### config.mk
export PLATFORM = sky130hd
export DESIGN_NAME = regfile_access_ctrl
export DESIGN_NICKNAME = d
export VERILOG_FILES = /design/src/rtl/regfile_access_ctrl.sv
export SDC_FILE = /design/constraint.sdc
export NUM_CORES = 1
export LEC_CHECK = 0
export CAP_MARGIN = 20
export CORE_AREA = 2 2 117 119
export DETAILED_ROUTE_END_ITERATION = 10
export DIE_AREA = 0 0 119 121
export MAX_ROUTING_LAYER = met4
export PLACE_DENSITY_LB_ADDON = 0.25
export SETUP_SLACK_MARGIN = 0.5
export SKIP_LAST_GASP = 1
export SYNTH_ARGS = -nofsm -noshare
export SYNTH_HDL_FRONTEND = slang
export SYNTH_SLANG_ARGS = --single-unit
### constraint.sdc
create_clock -name clk -period 1.71 [get_ports clk]
set_input_delay 0.2565 -clock clk [delete_from_list [all_inputs] [get_ports clk]]
set_output_delay 0.2565 -clock clk [all_outputs]
set_load 0.05 [all_outputs]
### src/rtl/regfile_access_ctrl.sv
// Clears the 32x32 register file after reset, then shares its ports between the core and a
// debug requester. Define RF_BYPASS_EN to forward same-cycle core writeback data to the reads.
module regfile_access_ctrl #(
  parameter int unsigned ADDR_W   = 5,
  parameter int unsigned DATA_W   = 32,
  parameter int unsigned NUM_REGS = 32
) (
  input  logic              clk,
  input  logic              rst_n,
  input  logic              core_we,
  input  logic [ADDR_W-1:0] core_rd,
  input  logic [DATA_W-1:0] core_wdata,
  input  logic [ADDR_W-1:0] core_rs1,
  input  logic [ADDR_W-1:0] core_rs2,
  output logic [DATA_W-1:0] core_rdata1,
  output logic [DATA_W-1:0] core_rdata2,
  output logic              core_stall,
  output logic              init_done,
  input  logic              dbg_req,
  input  logic              dbg_wr,
  input  logic [ADDR_W-1:0] dbg_addr,
  input  logic [DATA_W-1:0] dbg_wdata,
  output logic              dbg_ack,
  output logic [DATA_W-1:0] dbg_rdata,
  output logic              rf_w_en,
  output logic [ADDR_W-1:0] rf_rs1,
  output logic [ADDR_W-1:0] rf_rs2,
  output logic [ADDR_W-1:0] rf_rd,
  output logic [DATA_W-1:0] rf_din,
  input  logic [DATA_W-1:0] rf_rdata1,
  input  logic [DATA_W-1:0] rf_rdata2
);

  typedef enum logic [1:0] {StClear, StRun, StDbg, StAck} state_e;

  state_e            state_q, state_d;
  logic [ADDR_W-1:0] clr_cnt_q, clr_cnt_d;
  logic [DATA_W-1:0] dbg_rdata_q, dbg_rdata_d;
  logic              init_done_q, init_done_d;

  logic core_wr_ok, dbg_wr_ok;

  // x0 is never written by the core or debug port; only the clear sequence touches it.
  assign core_wr_ok = core_we & (core_rd != '0);
  assign dbg_wr_ok  = dbg_wr & (dbg_addr != '0);

  always_comb begin
    state_d     = state_q;
    clr_cnt_d   = clr_cnt_q;
    dbg_rdata_d = dbg_rdata_q;
    init_done_d = init_done_q;
    unique case (state_q)
      StClear: begin
        clr_cnt_d = clr_cnt_q + ADDR_W'(1);
        if (clr_cnt_q == ADDR_W'(NUM_REGS - 1)) begin
          state_d     = StRun;
          clr_cnt_d   = '0;
          init_done_d = 1'b1;
        end
      end
      StRun: begin
        if (dbg_req) state_d = StDbg;
      end
      StDbg: begin
        dbg_rdata_d = dbg_wr ? dbg_wdata : rf_rdata1;
        state_d     = StAck;
      end
      StAck: begin
        state_d = StRun;
      end
      default: state_d = StClear;
    endcase
  end

  always_ff @(posedge clk or negedge rst_n) begin
    if (!rst_n) begin
      state_q     <= StClear;
      clr_cnt_q   <= '0;
      dbg_rdata_q <= '0;
      init_done_q <= 1'b0;
    end else begin
      state_q     <= state_d;
      clr_cnt_q   <= clr_cnt_d;
      dbg_rdata_q <= dbg_rdata_d;
      init_done_q <= init_done_d;
    end
  end

  always_comb begin
    rf_rs1     = core_rs1;
    rf_rs2     = core_rs2;
    rf_rd      = core_rd;
    rf_din     = core_wdata;
    rf_w_en    = core_wr_ok;
    core_stall = 1'b0;
    unique case (state_q)
      StClear: begin
        rf_w_en    = 1'b1;
        rf_rd      = clr_cnt_q;
        rf_din     = '0;
        core_stall = 1'b1;
      end
      StDbg: begin
        // Debug owns read port 1 and the write port; the core write is dropped this cycle.
        rf_rs1     = dbg_addr;
        rf_rd      = dbg_addr;
        rf_din     = dbg_wdata;
        rf_w_en    = dbg_wr_ok;
        core_stall = 1'b1;
      end
      default: ;
    endcase
  end

  assign dbg_ack   = (state_q == StAck);
  assign dbg_rdata = dbg_rdata_q;
  assign init_done = init_done_q;

`ifdef RF_BYPASS_EN
  logic byp_ok;
  assign byp_ok      = core_wr_ok & ((state_q == StRun) | (state_q == StAck));
  assign core_rdata1 = (byp_ok && (core_rd == core_rs1)) ? core_wdata : rf_rdata1;
  assign core_rdata2 = (byp_ok && (core_rd == core_rs2)) ? core_wdata : rf_rdata2;
`else
  assign core_rdata1 = rf_rdata1;
  assign core_rdata2 = rf_rdata2;
`endif

endmodule

==> results of run 1 <==
[power by group]
part | switching (mW) | total (mW) | internal (mW)
Combinational | 4.97 | 8.58 | 3.61
Clock | 0.353 | 0.935 | 0.582
Sequential | 0.273 | 1.65 | 1.38
Total | 5.60 | 11.2 | 5.57
[area by class of cell]
cell class	instances	share of cell area, %
clock buffer	8	2.34
inverter	6	0.440
multi-input combinational	180	27.3
sequential	40	16.0
tap	176	3.52
timing repair buffer	270	50.3
[registers in the layout, summed over array words and instances (netlist names)]
register   flops
clr_cnt_q      5
dbg_rdata     32
init_done      1
state_q        2
[what timing repair did]
action,CTS,global route
setup endpoints to repair,94,100
hold buffers,1,0
hold endpoints to repair,19,0
resized for setup,62,34
pin swaps,4,6
cloned,1,2
buffers inserted,10,5
[placed cells by master, fill, tap and decap left out, drive strengths merged]
master	count
clkdlybuf4s50	83
a21o	2
o211ai	2
a31oi	1
a22oi	5
a21oi	33
bufbuf	1
dfrtp	40
inv	6
ha	6
or4	2
nor2b	1
a22o	32
dlygate4sd3	1
nand4	1
mux2i	32
clkbuf	10
and3	1
nor2	34
buf	153
o21ai	7
dlymetal6s2s	16
nand2	12
dlygate4sd2	14
nand2b	1
mux2	8
[kinds of logic (layout without fill, tap and decap cells)]
kind of cell             Yosys count  in the layout  share of synthesized area (%)
buffers and inverters             96            284                           22.4
AO/OA/AOI/OAI                     82             82                           19.2
AND/OR/NAND/NOR                   52             52                           7.31
multiplexers                      40             40                           14.1
flip-flops                        40             40                           34.4
adder cells (fa/ha/maj)            6              6                           2.58
[worst max-delay path, stage by stage (launching register included)]
cell and delay (ns):
dfrtp_2 0.44, ha_4 0.19, nor2_4 0.20, buf_12 0.21
a22o_2 0.16, buf_4 0.19
[worst max-delay path by stage]
stage / from / slack, ns / cells past startpoint / to
after floorplan: state_q[1]$_DFFE_PN0P_ / -0.16 / 4 / rf_w_en
after global routing: state_q[0]$_DFFE_PN0P_ / -0.31 / 6 / rf_din[4]
after global placement: core_rd[1] / -0.24 / 5 / rf_w_en
final: state_q[1]$_DFFE_PN0P_ / -0.23 / 5 / rf_din[29]
after CTS: dbg_addr[4] / -0.27 / 5 / rf_w_en
after detailed placement: core_rd[1] / -0.29 / 5 / rf_w_en
[metrics by stage]
step,utilization (%),power (mW),instance area (um^2)
after global routing,47.8,11.8,6250
after detailed placement,43.0,9.40,5620
after global placement,43.0,9.31,5620
after floorplan,-,7.05,3330
final,47.8,11.2,6250
after CTS,46.3,11.0,6050
[routing by layer]
| metal | vias to the layer above | share of wire [%] | global-route usage (%) | routed length (um) |
|---|---|---|---|---|
| met5 | - | 0 | - | 0 |
| met1 | 1422 | 37 | 16.7 | 4080 |
| met2 | 152 | 55 | 28.3 | 6110 |
| met3 | 8 | 7.7 | 4.09 | 852 |
| li1 | 1419 | - | - | - |
| met4 | 0 | 0.70 | 3.27 | 78 |
==> flow_metrics.tcl, run 1 <==
set metrics [dict create \
    tightest_slew_ns 0.486 \
    slew_viol_final 0 \
    yosysTopAreaCell "dfrtp_1" \
    worstPathArrival_ns 1.68 \
    status "finished, violations left" \
    ys_types 24 \
    port_buffers 225 \
    cts.sink_count 40 \
    required_ns 1.45 \
    num_rows 42 \
    h-tree-depth 2 \
    dieArea_um2 14400 \
    fin_skew_ns 0.00776 \
    synth_top_cells_by_count "buf_4 (74), dfrtp_1 (40), nor2_1 (34)" \
    grt_overflow 0 \
    yosys_warnings 0 \
    reg2reg_depth 8 \
    grt_pass1_vias 3270 \
    synth_area_per_cell_um2 9.21 \
    register_area_um2 1000 \
    min_delay_path_depth 3 \
    period_share_pct 113 \
    ys_async_sr_fraction_pct 100 \
    synth_area_um2 2910 \
    r2r_end "dbg_rdata[16]$_DFFE_PN0P_" \
    maxCapViolCount 0 \
    clk_pin_slew_ns 0.06 \
    grt_use_total_pct 15.4 \
    die_h_um 121 \
    antenna_found_initial 0 \
    ys_ff_latch 40 \
    min_period_ns 1.94 \
    syn_nets 475 \
    crit_type "flop to primary output" \
    path_max_fanout 17 \
    num_vias 3001 \
    layout.nets 662 \
    rsz0062_at_grt "true" \
    hold_class "input pin to flop" \
    reg2reg_from "state_q[0]$_DFFE_PN0P_" \
    synth_edf_count 0 \
    max_freq_mhz 515 \
    core-area_um2 13100 \
    dp_hpwl_um 8780 \
    grt_max_degree 22 \
    max_slew_margin_pct 67.6 \
    drc 0 \
    start_util_pct 22.2 \
    hold_viol 0 \
    die-width_um 119 \
    ys_top_cells_by_area "dfrtp_1 (34%), buf_4 (19%), mux2i_1 (11%), a22o_1 (9.6%), a21oi_1 (5.7%)" \
    tns_ns -8.65 \
    n_antenna_cell 0 \
    cts_root_buf "clkbuf_16" \
    p_leak_nw 2.98 \
    crit_path_end_kind "primary output" \
    cts_buffer_depth 2 \
    yosysMostFrequentCell "buf_4" \
    worstHoldStart "rf_rdata1[8]" \
    fillerInstances 1201 \
    synth_flop_cell "dfrtp_1" \
    holdWs_ns 0.383 \
    dp_slack_ns -0.294 \
    syn_to_final_growth_pct 115 \
    final_cells 680 \
    clock_latency_ns 0.28 \
    numCtsBuffers 5 \
    wirelength_um 11100 \
    yosysTopAreaCellShare_pct 34.4 \
    gp_congestion 0.760 \
    drt_iter0_drc 63 \
    p_per_area_nw_per_um2 1790 \
    ir_drop_v 0.000912 \
    start_kind "flop" \
    r2r_slack_ns 0.13 \
    yosysSeqAreaShare_pct 34.4 \
    drt_pre_antenna_iters 4 \
    io-pin-count 300 \
    place_inst 653 \
    drive_above_1_share_pct 46.4 \
    min_to "dbg_rdata[8]$_DFFE_PN0P_" \
    avgViaCountPerCell 4.41 \
    synthCells 316 \
    wire_per_inst_um 16.4 \
    postRouteAntennaNets 0 \
    multi_input_area_um2 1710 \
    setup_viol 44 \
    worst_slack_ns -0.230 \
    cts_tree "built" \
    grt_first_pass_wirelength_um 17100 \
    violations "negative setup slack" \
]
(Power assumes the default switching activity.)
==> inputs of run 2 (changes only) <==
--- a/config.mk
+++ b/config.mk
@@ -12,7 +12,6 @@
 export MAX_ROUTING_LAYER = met4
 export PLACE_DENSITY_LB_ADDON = 0.25
 export SETUP_SLACK_MARGIN = 0.5
-export SKIP_LAST_GASP = 1
 export SYNTH_ARGS = -nofsm -noshare
 export SYNTH_HDL_FRONTEND = slang
 export SYNTH_SLANG_ARGS = --single-unit
==> flow_metrics.tcl, run 2 (synthesized netlist as in run 1, its figures left out) <==
set metrics [dict create \
    status "finished, violations left" \
    violations "negative setup slack" \
    cp-startpoint "state_q[1]$_DFFE_PN0P_" \
    total_power_mw 11.6 \
    rsz0062_at_grt "true" \
    worstPathArrival_ns 1.67 \
    reg2reg_depth 8 \
    layout_commonest_cell "clkdlybuf4s50_1" \
    num_vias 3011 \
    holdWs_ns 0.380 \
    min_delay_path_depth 3 \
    tightest_slew_ns 0.488 \
    cts.sink_count 40 \
    maxCapViolCount 0 \
    cts_buffer_depth 2 \
    cp_slowest_cell "dfrtp_2" \
    layout_common_cells "clkdlybuf4s50_1 (83), buf_4 (58), buf_12 (45), dfrtp_1 (39), nor2_1 (33)" \
    combPwrFrac_pct 77.6 \
    final_cells 679 \
    fin_skew_ns 0.00860 \
    dieArea_um2 14400 \
    avgViaCountPerCell 4.43 \
    place_inst 653 \
    max_slew_margin_pct 67.4 \
    layout.nets 661 \
    gp_congestion 0.760 \
    fillerInstances 1182 \
    clock_latency_ns 0.28 \
    crit_type "flop to primary output" \
    core-area_um2 13100 \
    final_util_pct 49.0 \
    drive_above_1_share_pct 47.3 \
    drt_iter0_drc 46 \
    cts_tree "built" \
    finish.instance_area_um2 6410 \
    critPathBufInv 4 \
    grt_first_pass_wirelength_um 17600 \
    pwr-share-seq_pct 14.3 \
    antenna_found_initial 0 \
    period_share_pct 113 \
    r2r_slack_ns 0.14 \
    cts_root_buf "clkbuf_16" \
    p_per_area_nw_per_um2 1810 \
    num_rows 42 \
    required_ns 1.45 \
    die_h_um 121 \
    min_to "dbg_rdata[8]$_DFFE_PN0P_" \
    wirelength_um 11400 \
    crit_family "buffers and inverters" \
    p_leak_nw 3.03 \
    io-pin-count 300 \
    die-width_um 119 \
    syn_to_final_growth_pct 120 \
    start_util_pct 22.2 \
    sw_frac_of_total_pct 49.5 \
    reg2reg_from "state_q[0]$_DFFE_PN0P_" \
    grt_overflow 0 \
    worstHoldStart "rf_rdata1[8]" \
    worst_slack_ns -0.218 \
    crit_path_end_kind "primary output" \
    crit_chain "inv_2 > ha_4 > nor2_4 > buf_12 > clkbuf_16 > a22o_4 > buf_8" \
    p_sw_mw 5.73 \
    setup_viol 44 \
    grt_use_total_pct 15.8 \
    p_int_mw 5.84 \
    grt_pass1_vias 3328 \
    drc 0 \
    p_clk_share_pct 8.1 \
    hold_viol 0 \
    slew_viol_final 0 \
    min_period_ns 1.93 \
    grt_max_degree 22 \
    numCtsBuffers 5 \
    cpPeakStageDelay_ns 0.44 \
    wire_per_inst_um 16.7 \
    drt_pre_antenna_iters 4 \
    n_antenna_cell 0 \
    postRouteAntennaNets 0 \
    start_kind "flop" \
    path_max_fanout 5 \
    clk_pin_slew_ns 0.06 \
    place_area_um2 5620 \
    largest_reg_flops 32 \
    hold_class "input pin to flop" \
    r2r_end "dbg_rdata[16]$_DFFE_PN0P_" \
    port_buffers 225 \
    ir_drop_v 0.000756 \
    dp_hpwl_um 8780 \
    h-tree-depth 2 \
    max_freq_mhz 519 \
]
## run 2: changes by cell type in the layout (fill, tap and decap cells not counted), moves of 3 or more
cell,previous run,this run
buf_8,9,31
buf_4,76,58
nand2_1,6,2
buf_6,18,14
nand2_4,5,8
## run 2: how the worst max path moves through the flow
stage / end / cells after the start
after floorplan: rf_w_en / 4
after global placement: rf_w_en / 5
after detailed placement: rf_w_en / 5
after CTS: rf_w_en / 5
after global routing: rf_din[19] / 7
final: rf_din[19] / 7
## run 2: cell type report
type | instances | area (um^2) | share of cell area [%]
inverters | 6 | 22.5 | 0.352
well taps | 176 | 220 | 3.44
repair buffers | 269 | 3260 | 50.9
clock buffers | 8 | 146 | 2.29
flip-flops and latches | 40 | 1000 | 15.6
multi-input cells | 180 | 1750 | 27.4
## run 2: tightest hold or removal path: cells and delay by family
| family | cells | cell delay [ns] |
|---|---|---|
| AOI/OAI and AO/OA | 1 | 0.08 |
| muxes | 1 | 0.13 |
| buffers and inverters | 1 | 0.16 |
## run 2: layer usage
layer	vias to the layer above	track usage, %	wire [um]
met2	152	29.3	6280
met5	-	-	0
li1	1416	-	-
met4	0	3.57	96
met3	10	4.42	881
met1	1433	16.7	4110
## run 2: timing repair
action | 4_1_cts | 5_1_grt
hold buffers | 1 | 0
gates cloned | 1 | 1
endpoints found under the setup margin | 94 | 100
pin swaps | 5 | 5
buffers inserted | 10 | 5
endpoints found under the hold margin | 19 | 0
gates resized for setup | 115 | 31
## run 2: power by group through the flow
stage / logic, mW / registers, mW / clock network [mW]
2_1_floorplan: 4.19 / 2.86 / 0
3_3_place_gp: 7.66 / 1.65 / 0
3_5_place_dp: 7.74 / 1.66 / 0
4_1_cts: 8.82 / 1.66 / 0.989
5_1_grt: 9.38 / 1.72 / 1.04
6_report: 8.97 / 1.65 / 0.940
## run 2: through the flow
stage               setup TNS (ns)  setup WS, ns
floorplan                   -0.354        -0.157
global placement            -0.238        -0.238
detailed placement          -0.294        -0.294
CTS                          -8.63        -0.243
global route                -10.45        -0.277
finish                       -8.00        -0.218
==> inputs of run 3 (changes only) <==
--- a/config.mk
+++ b/config.mk
@@ -12,6 +12,7 @@
 export MAX_ROUTING_LAYER = met4
 export PLACE_DENSITY_LB_ADDON = 0.25
 export SETUP_SLACK_MARGIN = 0.5
+export SKIP_LAST_GASP = 1
 export SYNTH_ARGS = -nofsm -noshare
 export SYNTH_HDL_FRONTEND = slang
 export SYNTH_SLANG_ARGS = --single-unit
==> results of run 3 <==
The final DEF is identical to that of run 1; final timing and power are the same.
